[config.mk]
export PLATFORM = sky130hd
export DESIGN_NAME = pov_column_scheduler
export DESIGN_NICKNAME = d
export VERILOG_FILES = /design/src/rtl/pov_column_scheduler.sv
export SDC_FILE = /design/constraint.sdc
export NUM_CORES = 1
export LEC_CHECK = 0
export CAP_MARGIN = 30
export CORE_MARGIN = 4
export CORE_UTILIZATION = 45
export DETAILED_ROUTE_END_ITERATION = 12
export RECOVER_POWER = 25
export SYNTH_ARGS = -nofsm -noshare
export SYNTH_HDL_FRONTEND = slang
export SYNTH_SLANG_ARGS = --single-unit
[constraint.sdc]
create_clock -name CLOCK_50 -period 4.54 [get_ports CLOCK_50]
set_input_delay 1.362 -clock CLOCK_50 [delete_from_list [all_inputs] [get_ports CLOCK_50]]
set_output_delay 1.362 -clock CLOCK_50 [all_outputs]
set_load 0.005 [all_outputs]
[src/rtl/pov_column_scheduler.sv]
// Hall-synchronous column scheduler for the POV globe: measures spin period,
// slices each revolution into COLUMNS slots and requests one frame per slot.
module pov_column_scheduler #(
  parameter int SYSTEM_CLOCK   = 50_000_000,
  parameter int AMOUNT_LEDS    = 36,
  parameter int COLUMNS        = 64,
  parameter int PERIOD_WIDTH   = 26,
  parameter int MIN_GAP        = 50_000,
  parameter int TIMEOUT        = 50_000_000,
  parameter int ROM_ADDR_WIDTH = 12
) (
  input  logic                       CLOCK_50,
  input  logic                       KEY0,
  input  logic                       hall_n,
  input  logic                       frame_ack,
  output logic                       frame_req,
  output logic [$clog2(COLUMNS)-1:0] column,
  output logic [ROM_ADDR_WIDTH-1:0]  rom_base,
  output logic [PERIOD_WIDTH-1:0]    period,
  output logic                       period_valid,
  output logic [7:0]                 overrun_count
);

  localparam int COLW = $clog2(COLUMNS);
  localparam int GAPW = $clog2(MIN_GAP + 1);
  localparam int PW   = PERIOD_WIDTH;

  typedef enum logic [1:0] {
    IDLE    = 2'd0,
    ACQUIRE = 2'd1,
    RUN     = 2'd2
  } state_e;

  wire unused_clk_hz = (SYSTEM_CLOCK != 0);

  state_e state_q, state_d;

  logic            hs1_q, hs2_q, hprev_q;
  logic [GAPW-1:0] gap_q;
  logic [PW-1:0]   rev_q;
  logic [PW-1:0]   period_q;
  logic [PW-1:0]   ivl_q;
  logic [PW-1:0]   slot_q;
  logic [COLW-1:0] ncol_q;
  logic            req_q;
  logic [COLW-1:0] col_q;
  logic [ROM_ADDR_WIDTH-1:0] rom_q;
  logic [7:0]      ovr_q;

  logic            fall, acc, tmo;
  logic [PW-1:0]   per_new, ivl_new;
  logic            latch, last, expire, tick;
  logic [COLW-1:0] tick_col;
  logic [ROM_ADDR_WIDTH-1:0] rom_d;

  assign fall    = hprev_q & ~hs2_q;
  assign acc     = fall && (gap_q >= GAPW'(MIN_GAP));
  assign tmo     = (rev_q == PW'(TIMEOUT));
  assign per_new = rev_q + PW'(1);

  always_comb begin
    ivl_new = per_new >> COLW;
    if (ivl_new == '0) ivl_new = PW'(1);
  end

  // state register
  always_ff @(posedge CLOCK_50 or negedge KEY0) begin
    if (!KEY0) state_q <= IDLE;
    else       state_q <= state_d;
  end

  // next state: an accepted edge beats the timeout
  always_comb begin
    state_d = state_q;
    unique case (state_q)
      IDLE:         if (acc) state_d = ACQUIRE;
      ACQUIRE, RUN: begin
        if (acc)      state_d = RUN;
        else if (tmo) state_d = IDLE;
      end
      default:      state_d = IDLE;
    endcase
  end

  // outputs / slot ticks
  always_comb begin
    period_valid = (state_q == RUN);
    latch        = acc && (state_q != IDLE);
    last         = (ncol_q == COLW'(COLUMNS - 1));
    expire       = (state_q == RUN) && !last && !tmo
                   && (slot_q == ivl_q - PW'(1));
    tick         = latch || expire;
    tick_col     = latch ? '0 : ncol_q + COLW'(1);
    rom_d        = ROM_ADDR_WIDTH'(32'(tick_col) * AMOUNT_LEDS);
  end

  always_ff @(posedge CLOCK_50 or negedge KEY0) begin
    if (!KEY0) begin
      hs1_q   <= 1'b1;
      hs2_q   <= 1'b1;
      hprev_q <= 1'b1;
      gap_q   <= '0;
      rev_q   <= '0;
    end else begin
      hs1_q   <= hall_n;
      hs2_q   <= hs1_q;
      hprev_q <= hs2_q;
      if (acc)                         gap_q <= '0;
      else if (gap_q < GAPW'(MIN_GAP)) gap_q <= gap_q + GAPW'(1);
      if (acc)      rev_q <= '0;
      else if (!tmo) rev_q <= rev_q + PW'(1);
    end
  end

  always_ff @(posedge CLOCK_50 or negedge KEY0) begin
    if (!KEY0) begin
      period_q <= '0;
      ivl_q    <= '0;
      slot_q   <= '0;
      ncol_q   <= '0;
    end else begin
      if (latch) begin
        period_q <= per_new;
        ivl_q    <= ivl_new;
        slot_q   <= '0;
        ncol_q   <= '0;
      end else if (expire) begin
        slot_q   <= '0;
        ncol_q   <= ncol_q + COLW'(1);
      end else if (state_q == RUN && !last) begin
        slot_q   <= slot_q + PW'(1);
      end
    end
  end

  // a tick that finds an unacked request is dropped and counted
  always_ff @(posedge CLOCK_50 or negedge KEY0) begin
    if (!KEY0) begin
      req_q <= 1'b0;
      col_q <= '0;
      rom_q <= '0;
      ovr_q <= '0;
    end else if (tick) begin
      if (!req_q || frame_ack) begin
        req_q <= 1'b1;
        col_q <= tick_col;
        rom_q <= rom_d;
      end else if (ovr_q != 8'hFF) begin
        ovr_q <= ovr_q + 8'd1;
      end
    end else if (req_q && frame_ack) begin
      req_q <= 1'b0;
    end
  end

  assign frame_req     = req_q;
  assign column        = col_q;
  assign rom_base      = rom_q;
  assign period        = period_q;
  assign overrun_count = ovr_q;

endmodule

==> flow_summary.yaml <==
run_status:
  outcome: "finished, violations left"
  violations: "capacitance limit, slew limit"
die:
  die-area_mm2: 0.0192
  ios: 58
  die_h_um: 138
  start_util_pct: 46.0
  rows: 47
  coreArea_mm2: 0.0166
  die_w_um: 138
power_and_ir_drop:
  total_power_uw: 2730
  ir_drop_uv: 296
  p_per_area_mw_per_mm2: 305
  power_leakage_uw: 0.00411
placement:
  place.gp.congestion: 0.906
  dp_hpwl_um: 12500
  pre_cts_ws_ns: 0.829
  port_buffers: 55
final_layout:
  num_antenna_cells: 0
  layout.nets: 839
  area_delta_synth_final_pct: 16.9
  drive_above_1_share_pct: 9.40
logic_synthesis:
  syn-mean-instance-area_um2: 9.95
  ys.flop_type: "dfrtp_1"
  yosysTopAreaCellShare_pct: 47.1
  async_flop_share_pct: 100
  synth_edf_count: 0
  synthCells: 769
  yosys_warnings: 0
  yosysUniqueCellTypes: 67
  ys_seq_elements: 147
  yosysSeqAreaShare_pct: 48.1
  synth.largest_area_cell: "dfrtp_1"
  synth.area.top_cells: "dfrtp_1 47%, xor2_1 7.0%, nor2_1 5.1%"
  syn_area_mm2: 0.00765
cts:
  cts_buffers: 17
  cts.sinks: 147
  cts_setup_buffers: 0
  cts-hold-fix-buffers: 0
  cts.clk_slew.worst_paths_ns: 0.06
  clk_latency_ns: 0.43
  cts_tree: "done"
  cts-resized-gates: 0
  htree_levels: 4
  cts_root_buf: "clkbuf_16"
  cts_max_path_buffers: 2
setup_path:
  cp_cell_sequence: "inv_1 > ha_1 > or4b_4 > nor3_2 > mux2_2 > a221o_1 > nor4_4 > nand3_4 > a21oi_4 > mux2_2"
  start_kind: "flip-flop"
  path_max_fanout: 15
  cp_common_cell: "mux2_2"
  cp_slowest_cell: "or4b_4"
  max_stage_delay_ns: 0.51
  crit_path_end_kind: "flip-flop"
  cp.required_ns: 4.85
  cp_data_arrival_time_ns: 4.02
  crit_type: "flip-flop to flip-flop"
sta:
  fmax_mhz: 269
  maxSlewViolCount: 68
  fin_crit_ns: 3.71
  tightest_slew_ns: 1.72
  rsz0062_at_grt: "no"
  setup_viol: 0
  hold_viol: 0
  fin_crit_sh_pct: 81.8
  setup_tns_ns: 0
  finalWorstSetupSlack_ns: 0.828
  finClkSkew_ns: 0.0107
  relSlewSlack_pct: -14.9
routing:
  drtIter0Drc: 354
  drtPass1Iterations: 5
  num_vias: 5693
  via_per_inst: 5.42
  drc_errors: 0
  wl_per_cell_um: 16.4
  wl_um: 17200
  ant_nets: 0
grt:
  grt_pass1_wl_um: 29500
  grt_max_degree: 68
  track_usage_pct: 18.8
  antenna_found_initial: 0
  grt_pass1_vias: 5846
  gr-total-overflow: 0
run:
  drv_cap: 1
hold_path:
  hold_path.class: "flip-flop to flip-flop"
[synthesized netlist by cell type (9+ instances only)]
cell,number
a21oi_1,20
and4_1,9
clkbuf_1,18
dfrtp_1,144
ha_1,17
inv_1,30
nand2_1,69
nand3_1,31
nand4_1,21
nor2_1,103
nor3_1,14
nor4_1,10
o21a_1,35
o21ai_0,19
xnor2_1,38
xor2_1,61
[cell usage in the layout (no fill, tap or decap), drive strengths merged, types with 3 or more instances in the layout]
cell type	n
nand4	21
inv	36
or4	6
nand2b	5
nor2b	3
dfstp	3
buf	6
o22ai	5
nand2	70
o21ai	19
and2	3
clkbuf	22
a21boi	4
and4	9
or3	10
nand3	32
nor3	16
nor4	13
a31oi	5
nand3b	4
clkdlybuf4s50	53
o2111ai	3
a21oi	21
nor4b	3
clkinv	3
xnor2	38
mux2	13
xor2	61
mux2i	5
nor2	104
dfrtp	144
o21a	35
and3	8
ha	17
a21o	3
[worst max-delay path: cells and delay by family (launching register included)]
kind	cells	cell delay, ns
AND/OR/NAND/NOR	4	1.33
AO/OA/AOI/OAI	2	0.82
multiplexers	2	0.74
flip-flops	1	0.43
adder cells (fa/ha/maj)	1	0.20
buffers and inverters	1	0.08
[flip-flops by register name, indices dropped and copies added (netlist names), 2 cells and up]
register       count
ivl_q             20
rev_q             26
state_q            2
rom_base           7
gap_q             16
column             6
period            26
overrun_count      8
ncol_q             6
slot_q            26
[cells by family (layout without fill, tap and decap cells)]
kind of cell / after synthesis / after routing / share of synthesized area, %
compound gates: 106 / 106 / 9.44
xor+xnor: 99 / 99 / 11.3
fa+ha+maj: 18 / 18 / 3.04
buf+inv: 64 / 124 / 3.74
flops: 147 / 147 / 48.1
mux: 18 / 18 / 2.86
other cells: 1 / 2 / 0.0490
simple gates: 316 / 316 / 21.4
[worst paths after layout]
check / startpoint / to / slack (ns) / depth (start not counted)
worst max-delay path: ivl_q[0]$_DFFE_PN0P_ / rom_base[6]$_DFFE_PN0P_ / 0.83 / 10
worst min-delay path: hs1_q$_DFF_PN1_ / hs2_q$_DFF_PN1_ / 0.36 / 0
worst max register to register: ivl_q[0]$_DFFE_PN0P_ / rom_base[6]$_DFFE_PN0P_ / 0.83 / 10
worst min register to register: hs1_q$_DFF_PN1_ / hs2_q$_DFF_PN1_ / 0.36 / 0
max in group asynchronous: KEY0 / period[20]$_DFFE_PN0P_ / 0.99 / 2
min in group asynchronous: KEY0 / slot_q[11]$_DFFE_PN0P_ / 1.38 / 1
[power breakdown]
part / switching (uW) / internal (uW)
Clock: 576 / 809
Sequential: 0.470 / 1310
Combinational: 26.6 / 2.79
[through the flow]
step	cells	hold slack [ns]	cell area, um2	util, %
finish	1050	0.357	8940	53.7
global route	1050	0.368	8940	53.7
CTS	1050	0.357	8960	53.9
detailed placement	1018	0.348	8380	50.3
global placement	1017	0.350	8370	50.3
floorplan	770	0.345	7650	-
[layer usage]
metal	up-vias	GRT usage, %	wire length [um]
li1	2743	-	-
met1	2825	24.7	7810
met2	98	31.4	8500
met3	27	3.56	515
met4	0	6.50	374
met5	-	0	0
[cell type report]
| class | count | area, um2 |
|---|---|---|
| fill | 1495 | 7700 |
| tap | 220 | 275 |
| inverter | 30 | 113 |
| sequential | 147 | 3680 |
| multi-input combinational | 559 | 3690 |
| clock inverter | 12 | 119 |
| clock buffer | 20 | 467 |
| timing repair buffer | 62 | 596 |
Power figures use the tool's default switching activity.
